$ cat src/rtl/cv32e40p_ecc_pkg.sv
// Shared SEC-DED definitions for the register file: default widths, scrubber FSM states and
// the encode/syndrome helpers used by the RF write path.
package cv32e40p_ecc_pkg;

  localparam int unsigned DATA_W = 32;
  localparam int unsigned PAR_W  = 6;
  localparam int unsigned CW_W   = DATA_W + PAR_W + 1;

  typedef enum logic [2:0] {
    StIdle,
    StReq,
    StWait,
    StCheck,
    StWb
  } scrub_state_e;

  // XOR of the Hamming positions (bit index + 1) of all set bits, overall parity excluded.
  function automatic logic [PAR_W-1:0] ecc_syndrome(input logic [CW_W-1:0] cw);
    logic [PAR_W-1:0] s;
    s = '0;
    for (int unsigned i = 0; i < CW_W - 1; i++) begin
      if (cw[i]) s ^= PAR_W'(i + 1);
    end
    return s;
  endfunction

  function automatic logic [CW_W-1:0] ecc_encode(input logic [DATA_W-1:0] data);
    logic [CW_W-1:0]  cw;
    logic [PAR_W-1:0] s;
    int unsigned      d;
    cw = '0;
    d  = 0;
    for (int unsigned i = 0; i < CW_W - 1; i++) begin
      if (((i + 1) & i) != 0) begin
        cw[i] = data[d];
        d++;
      end
    end
    // With parity slots still zero, syndrome bit k is exactly the parity owed at position 2^k.
    s = ecc_syndrome(cw);
    for (int unsigned k = 0; k < PAR_W; k++) begin
      cw[(2 ** k) - 1] = s[k];
    end
    cw[CW_W-1] = ^cw[CW_W-2:0];
    return cw;
  endfunction

endpackage

$ cat src/rtl/cv32e40p_secded_decoder.sv
// Combinational SEC-DED decoder: extended Hamming syndrome plus overall parity.
module cv32e40p_secded_decoder #(
  parameter int unsigned DATA_W = 32,
  parameter int unsigned PAR_W  = 6,
  parameter int unsigned CW_W   = DATA_W + PAR_W + 1
) (
  input  logic [CW_W-1:0] codeword,
  output logic [CW_W-1:0] corrected,
  output logic            single_err,
  output logic            double_err
);

  logic [PAR_W-1:0] syn;
  logic             par;

  always_comb begin
    syn = '0;
    for (int unsigned i = 0; i < CW_W - 1; i++) begin
      if (codeword[i]) syn ^= PAR_W'(i + 1);
    end
    par        = ^codeword;
    corrected  = codeword;
    single_err = 1'b0;
    double_err = 1'b0;
    if (par) begin
      if (syn == '0) begin
        corrected[CW_W-1] = ~codeword[CW_W-1];
        single_err        = 1'b1;
      end else if (32'(syn) <= CW_W - 1) begin
        corrected  = codeword ^ (CW_W'(1) << (syn - PAR_W'(1)));
        single_err = 1'b1;
      end else begin
        // Syndrome points past the codeword: odd error count >= 3.
        double_err = 1'b1;
      end
    end else if (syn != '0) begin
      double_err = 1'b1;
    end
  end

endmodule

$ cat src/rtl/cv32e40p_rf_ecc_scrubber.sv
// Background RF scrubber: periodically reads one register, corrects single errors by
// write-back, logs double errors and counts corrections.
module cv32e40p_rf_ecc_scrubber
  import cv32e40p_ecc_pkg::*;
#(
  parameter int unsigned DATA_W         = cv32e40p_ecc_pkg::DATA_W,
  parameter int unsigned PAR_W          = cv32e40p_ecc_pkg::PAR_W,
  parameter int unsigned CW_W           = DATA_W + PAR_W + 1,
  parameter int unsigned NUM_REGS       = 32,
  parameter int unsigned START_ADDR     = 1,
  parameter int unsigned SCRUB_INTERVAL = 1024,
  parameter int unsigned CNT_W          = 16
) (
  input  logic                        clk,
  input  logic                        rst_n,
  input  logic                        enable_i,
  input  logic                        clear_i,
  output logic                        rf_rreq_o,
  output logic [$clog2(NUM_REGS)-1:0] rf_raddr_o,
  input  logic                        rf_rgnt_i,
  input  logic [CW_W-1:0]             rf_rdata_i,
  output logic                        rf_we_o,
  output logic [$clog2(NUM_REGS)-1:0] rf_waddr_o,
  output logic [CW_W-1:0]             rf_wdata_o,
  input  logic                        rf_wgnt_i,
  input  logic                        core_we_i,
  input  logic [$clog2(NUM_REGS)-1:0] core_waddr_i,
  output logic [CNT_W-1:0]            corr_cnt_o,
  output logic                        uncorr_o,
  output logic [$clog2(NUM_REGS)-1:0] uncorr_addr_o
);

  localparam int unsigned     ADDR_W     = $clog2(NUM_REGS);
  localparam int unsigned     IVL_W      = $clog2(SCRUB_INTERVAL) + 1;
  localparam logic [IVL_W-1:0] IVL_RELOAD = IVL_W'(SCRUB_INTERVAL - 1);
  localparam logic [ADDR_W-1:0] FIRST     = ADDR_W'(START_ADDR);
  localparam logic [ADDR_W-1:0] LAST      = ADDR_W'(NUM_REGS - 1);
  localparam logic [CNT_W-1:0] CNT_MAX    = '1;

  if ((2 ** PAR_W) < DATA_W + PAR_W + 1) begin : gen_par_w_chk
    $error("PAR_W too small for DATA_W");
  end
  if (CW_W != DATA_W + PAR_W + 1) begin : gen_cw_w_chk
    $error("CW_W must equal DATA_W + PAR_W + 1");
  end
  if (SCRUB_INTERVAL < 1) begin : gen_ivl_chk
    $error("SCRUB_INTERVAL must be >= 1");
  end

  scrub_state_e      state_q, state_d;
  logic [ADDR_W-1:0] ptr_q, ptr_d;
  logic [IVL_W-1:0]  ivl_q, ivl_d;
  logic [CW_W-1:0]   cw_q, cw_d;
  logic              stale_q, stale_d;
  logic [CNT_W-1:0]  cnt_q, cnt_d;
  logic              uncorr_q, uncorr_d;
  logic [ADDR_W-1:0] uaddr_q, uaddr_d;
  logic              rreq_q, we_q;
  logic [ADDR_W-1:0] raddr_q, waddr_q;
  logic [CW_W-1:0]   wdata_q;
  logic [CW_W-1:0]   corrected;
  logic              single_err, double_err;
  logic              hit, stale_now, advance;

  cv32e40p_secded_decoder #(
    .DATA_W (DATA_W),
    .PAR_W  (PAR_W),
    .CW_W   (CW_W)
  ) u_decoder (
    .codeword   (cw_q),
    .corrected  (corrected),
    .single_err (single_err),
    .double_err (double_err)
  );

  // A core write to the address in flight makes the scrubbed copy obsolete.
  assign hit       = core_we_i && (core_waddr_i == ptr_q);
  assign stale_now = stale_q | hit;

  always_comb begin
    state_d  = state_q;
    ptr_d    = ptr_q;
    ivl_d    = ivl_q;
    cw_d     = cw_q;
    stale_d  = stale_q;
    cnt_d    = cnt_q;
    uncorr_d = uncorr_q;
    uaddr_d  = uaddr_q;
    advance  = 1'b0;
    unique case (state_q)
      StIdle: begin
        if (enable_i) begin
          if (ivl_q == '0) begin
            state_d = StReq;
            ivl_d   = IVL_RELOAD;
          end else begin
            ivl_d = ivl_q - IVL_W'(1);
          end
        end
      end
      StReq: begin
        if (rf_rgnt_i) begin
          state_d = StWait;
          stale_d = hit;
        end
      end
      StWait: begin
        cw_d    = rf_rdata_i;
        stale_d = stale_now;
        state_d = StCheck;
      end
      StCheck: begin
        if (stale_now) begin
          advance = 1'b1;
        end else if (single_err) begin
          state_d = StWb;
        end else begin
          if (double_err && !uncorr_q) begin
            uncorr_d = 1'b1;
            uaddr_d  = ptr_q;
          end
          advance = 1'b1;
        end
      end
      StWb: begin
        if (stale_now) begin
          advance = 1'b1;
        end else if (rf_wgnt_i) begin
          if (cnt_q != CNT_MAX) cnt_d = cnt_q + CNT_W'(1);
          advance = 1'b1;
        end
      end
      default: state_d = StIdle;
    endcase
    if (advance) begin
      state_d = StIdle;
      ptr_d   = (ptr_q == LAST) ? FIRST : ptr_q + ADDR_W'(1);
      stale_d = 1'b0;
    end
    if (clear_i) begin
      cnt_d    = '0;
      uncorr_d = 1'b0;
      uaddr_d  = '0;
    end
  end

  always_ff @(posedge clk) begin
    if (!rst_n) begin
      state_q  <= StIdle;
      ptr_q    <= FIRST;
      ivl_q    <= IVL_RELOAD;
      cw_q     <= '0;
      stale_q  <= 1'b0;
      cnt_q    <= '0;
      uncorr_q <= 1'b0;
      uaddr_q  <= '0;
      rreq_q   <= 1'b0;
      raddr_q  <= '0;
      we_q     <= 1'b0;
      waddr_q  <= '0;
      wdata_q  <= '0;
    end else begin
      state_q  <= state_d;
      ptr_q    <= ptr_d;
      ivl_q    <= ivl_d;
      cw_q     <= cw_d;
      stale_q  <= stale_d;
      cnt_q    <= cnt_d;
      uncorr_q <= uncorr_d;
      uaddr_q  <= uaddr_d;
      rreq_q   <= (state_d == StReq);
      raddr_q  <= (state_d == StReq) ? ptr_d : '0;
      we_q     <= (state_d == StWb);
      waddr_q  <= (state_d == StWb) ? ptr_d : '0;
      wdata_q  <= (state_d == StWb) ? corrected : '0;
    end
  end

  assign rf_rreq_o     = rreq_q;
  assign rf_raddr_o    = raddr_q;
  assign rf_we_o       = we_q;
  assign rf_waddr_o    = waddr_q;
  assign rf_wdata_o    = wdata_q;
  assign corr_cnt_o    = cnt_q;
  assign uncorr_o      = uncorr_q;
  assign uncorr_addr_o = uaddr_q;

endmodule

$ cat config.mk
export PLATFORM = sky130hd
export DESIGN_NAME = cv32e40p_rf_ecc_scrubber
export DESIGN_NICKNAME = d
export VERILOG_FILES = /design/src/rtl/cv32e40p_ecc_pkg.sv /design/src/rtl/cv32e40p_secded_decoder.sv /design/src/rtl/cv32e40p_rf_ecc_scrubber.sv
export SDC_FILE = /design/constraint.sdc
export NUM_CORES = 1
export LEC_CHECK = 0
export BUFFER_PORTS_ARGS = -buffer_cell sky130_fd_sc_hd__buf_2
export CAP_MARGIN = 20
export CORE_ASPECT_RATIO = 1.4
export CORE_MARGIN = 5
export CORE_UTILIZATION = 45
export CTS_CLUSTER_SIZE = 20
export DETAILED_ROUTE_END_ITERATION = 10
export PLACE_DENSITY_LB_ADDON = 0.2
export SYNTH_ARGS = -nofsm -noshare
export SYNTH_HDL_FRONTEND = slang
export SYNTH_SLANG_ARGS = --single-unit
$ cat constraint.sdc
create_clock -name clk -period 5.5 [get_ports clk]
set_clock_uncertainty 0.2 [all_clocks]
set_input_delay 1.1 -clock clk [delete_from_list [all_inputs] [get_ports clk]]
set_output_delay 1.1 -clock clk [all_outputs]
set_load 0.01 [all_outputs]
==> summary.txt <==
Run status
  – Status: finished, final reports clean

Yosys
  – Area contributors post-synth: dfxtp_1 41%, xnor2_1 9.6%, nand2_1 5.9%
  – Syn Inst Count: ~700
  – Compound-Gate Fraction of Synth Area: 16.8%
  – Mux contribution to synthesized area: less than 1%
  – Register area share after synthesis: 40.6%
  – Yosys top cell area share: between 40% and 50%
  – Post-Synth XOR/XNOR Area: 20.5%
  – Synth Area in Adders: 0.770%
  – Yosys reg bits: 132
  – Synth Cell Area: 6500 sq um
  – Mapped Avg Cell Area: slightly above 9 sq um
  – Distinct cells, synth: 55
  – Synthesis Warnings: 0
  – Post-Synth Simple-Gate Area: between 10% and 20%
  – Syn Nets: 758
  – Async set or reset register ratio after synthesis: 0%
  – Post-synth EDFFs: 0
  – Post-synth top area cell: dfxtp_1
  – Ys flop type: dfxtp_1
  – Combinational family with the most area after synthesis: XOR/XNOR gates

Final layout
  – Ratio of cells with drive above 1 in the final layout: 21.3%
  – Fillers: about 1300
  – Most frequent cells in the layout: 132 x dfxtp_1, 123 x buf_2, 102 x nand2_1
  – Fin nets: 872
  – Design area: 7910 sq um
  – Final Util: 55.3%
  – Most common cell after layout, fill and taps aside: dfxtp_1
  – # diodes: 0
  – Area Overhead vs Synth: 21.7%

Timing
  – Final min period: 4.50 ns
  – Worst hold margin: 0.263 ns
  – Final hold vios: 0
  – Slew @ Worst Pin: 0.962 ns
  – Max Slew Vio Count: 0
  – Unrepaired setup endpoints after global routing: false
  – Slew margin rel.: 35.5%
  – Final Setup Violations: 0
  – Final Cycle Share: 81.8%
  – F_max: about 220 MHz
  – Total negative setup slack: 0 ns

Floorplan
  – Die ar.: 17000 sq um
  – Row cnt: 52
  – I/O pin cnt: roughly 120
  – Chip height: roughly 150 um
  – Initial Util: 45.4%
  – Area of the core: 14300 sq um
  – Chip width: 112 um

Worst setup path
  – Worst-path fanout max: 20
  – Critical path class: flop to flop
  – FF-to-FF Start: cw_q[35]$_SDFFE_PN0P_
  – WP data required: around 5.6 ns
  – Max incr delay on CP: 1.04 ns
  – WP data arrival: 4.60 ns
  – Worst path top cell family by delay: XOR/XNOR gates
  – R2R cell count: 8
  – Reg2reg end: rf_wdata_o[10]$_SDFF_PN0_
  – Setup crit start kind: flop
  – Crit path cell chain: xnor3_1 > xnor3_1 > xnor2_1 > xor2_2 > nand3_1 > a2111oi_1 > xnor2_1 > nor2_1
  – CP max-delay cell: xnor3_1
  – WP buf/inv: 0
  – Worst reg-to-reg setup slack: 1.00 ns
  – CP Capture Type: flop

Clock tree
  – Setup Buffers After CTS: 0
  – Clock Sinks: approximately 130
  – CTS resizes: 0
  – CTS Buf Count: 17
  – CTS Hold Bufs: 0
  – Clk Latency, worst-skew pair: roughly 0.42 ns
  – Root buffer cell: clkbuf_16
  – Worst-path clk slew: 0.06 ns
  – H-tree depth: 4
  – CTS max path bufs: 2
  – CTS tree: yes

Drt
  – Vias per std cell: 5.31
  – Routed WL: 17.2 mm
  – DR iter-0 viols: 201
  – Via count: 5411
  – Drt pass-1 iters: 4
  – Final ANT Viol Nets: 0
  – WL/cell: 16.9 um
  – # DRC: 0

Placement
  – # port buffers: 123
  – Dpl hpwl: roughly 13 mm
  – Placed Area: 7260 sq um
  – GPL Wtd Cong: 0.877

Run
  – Max-cap violation count: 0

Min path
  – Hold Path End: ivl_q[10]$_SDFFE_PN0P_
  – Hold path depth: 1
  – Hold Path Origin: ivl_q[10]$_SDFFE_PN0P_
  – Hold/Removal Path Class: flop to flop

Power
  – Max VDD drop: 0.000217 V
  – Power, Total: around 2.2 mW
  – Leakage: 3.03 nW
  – PD cells: 284 nW/um^2

Global routing
  – Total track usage: 20.3%
  – Vias in the first global route: 5592
  – Routing usage on met3: approximately 4.7%
  – Met2 Track Usage GR: 38.1%
  – Largest net degree at the start of global routing: 56
  – GRT busiest layer: met2
  – Antenna violations before repair: 0
  – First-pass GRT wire length: about 28 mm
  – M1 GR Usage: 22.0%
  – GR Overflow Total: 0
==> sequential cells by signal, summed over array words and instances, names as in the netlist, 3 cells and up <==
name / count
corr_cnt_o: 16
cw_q: 39
ptr_q: 5
ivl_q: 11
state_q: 3
rf_raddr_o: 5
rf_waddr_o: 5
uncorr_addr_o: 5
rf_wdata_o: 39
==> worst reg2reg max path: cells and delay by family, from the launching register on <==
family	cells	cell delay (ns)
AND/OR/NAND/NOR	2	0.76
AO/OA/AOI/OAI	1	0.70
flip-flops	1	0.37
XOR/XNOR	5	2.37
==> metal layers <==
layer  part of all wire [%]  wire length, um
met4                    2.5              434
met2                     54             9290
met1                     38             6590
met5                      0                0
met3                    5.1              875
==> worst max path at each step <==
| stage | start | endpoint | slack, ns | depth (start not counted) |
|---|---|---|---|---|
| after floorplan | cw_q[35]$_SDFFE_PN0P_ | rf_wdata_o[23]$_SDFF_PN0_ | 2.35 | 10 |
| after global placement | cw_q[35]$_SDFFE_PN0P_ | rf_wdata_o[9]$_SDFF_PN0_ | 1.26 | 8 |
| after detailed placement | cw_q[35]$_SDFFE_PN0P_ | rf_wdata_o[10]$_SDFF_PN0_ | 1.03 | 8 |
| after CTS | cw_q[35]$_SDFFE_PN0P_ | rf_wdata_o[10]$_SDFF_PN0_ | 1.01 | 8 |
| after global routing | cw_q[35]$_SDFFE_PN0P_ | rf_wdata_o[11]$_SDFF_PN0_ | 0.77 | 8 |
| final | cw_q[35]$_SDFFE_PN0P_ | rf_wdata_o[10]$_SDFF_PN0_ | 1.00 | 8 |
==> cells by family (layout without fill, tap and decap cells) <==
| family | Yosys count | after routing |
|---|---|---|
| simple gates | 256 | 256 |
| compound gates | 151 | 151 |
| flops | 132 | 132 |
| xor+xnor | 118 | 118 |
| buf+inv | 41 | 168 |
| fa+ha+maj | 4 | 4 |
| mux | 1 | 1 |
==> cells in the mapped netlist (15+ instances only) <==
cell type	n
nor3_1	20
clkbuf_1	22
nand2_1	102
xnor3_1	15
dfxtp_1	132
nand3_1	18
a21boi_0	45
nor2_1	57
xor2_1	25
a21oi_1	30
xnor2_1	71
o21ai_0	21
==> per-stage QoR <==
| step | cells | setup WS, ns |
|---|---|---|
| 6_report | 1019 | 1.00 |
| 3_3_place_gp | 987 | 1.26 |
| 3_5_place_dp | 987 | 1.03 |
| 4_1_cts | 1019 | 1.01 |
| 5_1_grt | 1019 | 0.773 |
| 2_1_floorplan | 703 | 2.35 |
==> layout make-up <==
class | count | area (sq um) | share of cell area [%]
repair buffers | 127 | 646 | 8.16
clock inverters | 15 | 228 | 2.88
flip-flops and latches | 132 | 2640 | 33.4
clock buffers | 17 | 425 | 5.38
inverters | 9 | 33.8 | 0.427
well taps | 189 | 236 | 2.99
multi-input cells | 530 | 3700 | 46.8
==> power breakdown <==
part           leakage (nW)  total (mW)  switching (mW)  internal, mW
Combinational          1.65      0.0404          0.0196        0.0209
Sequential             1.06       0.959         0.00137         0.958
Clock                 0.314        1.25           0.441         0.808
Power figures use the tool's default switching activity.
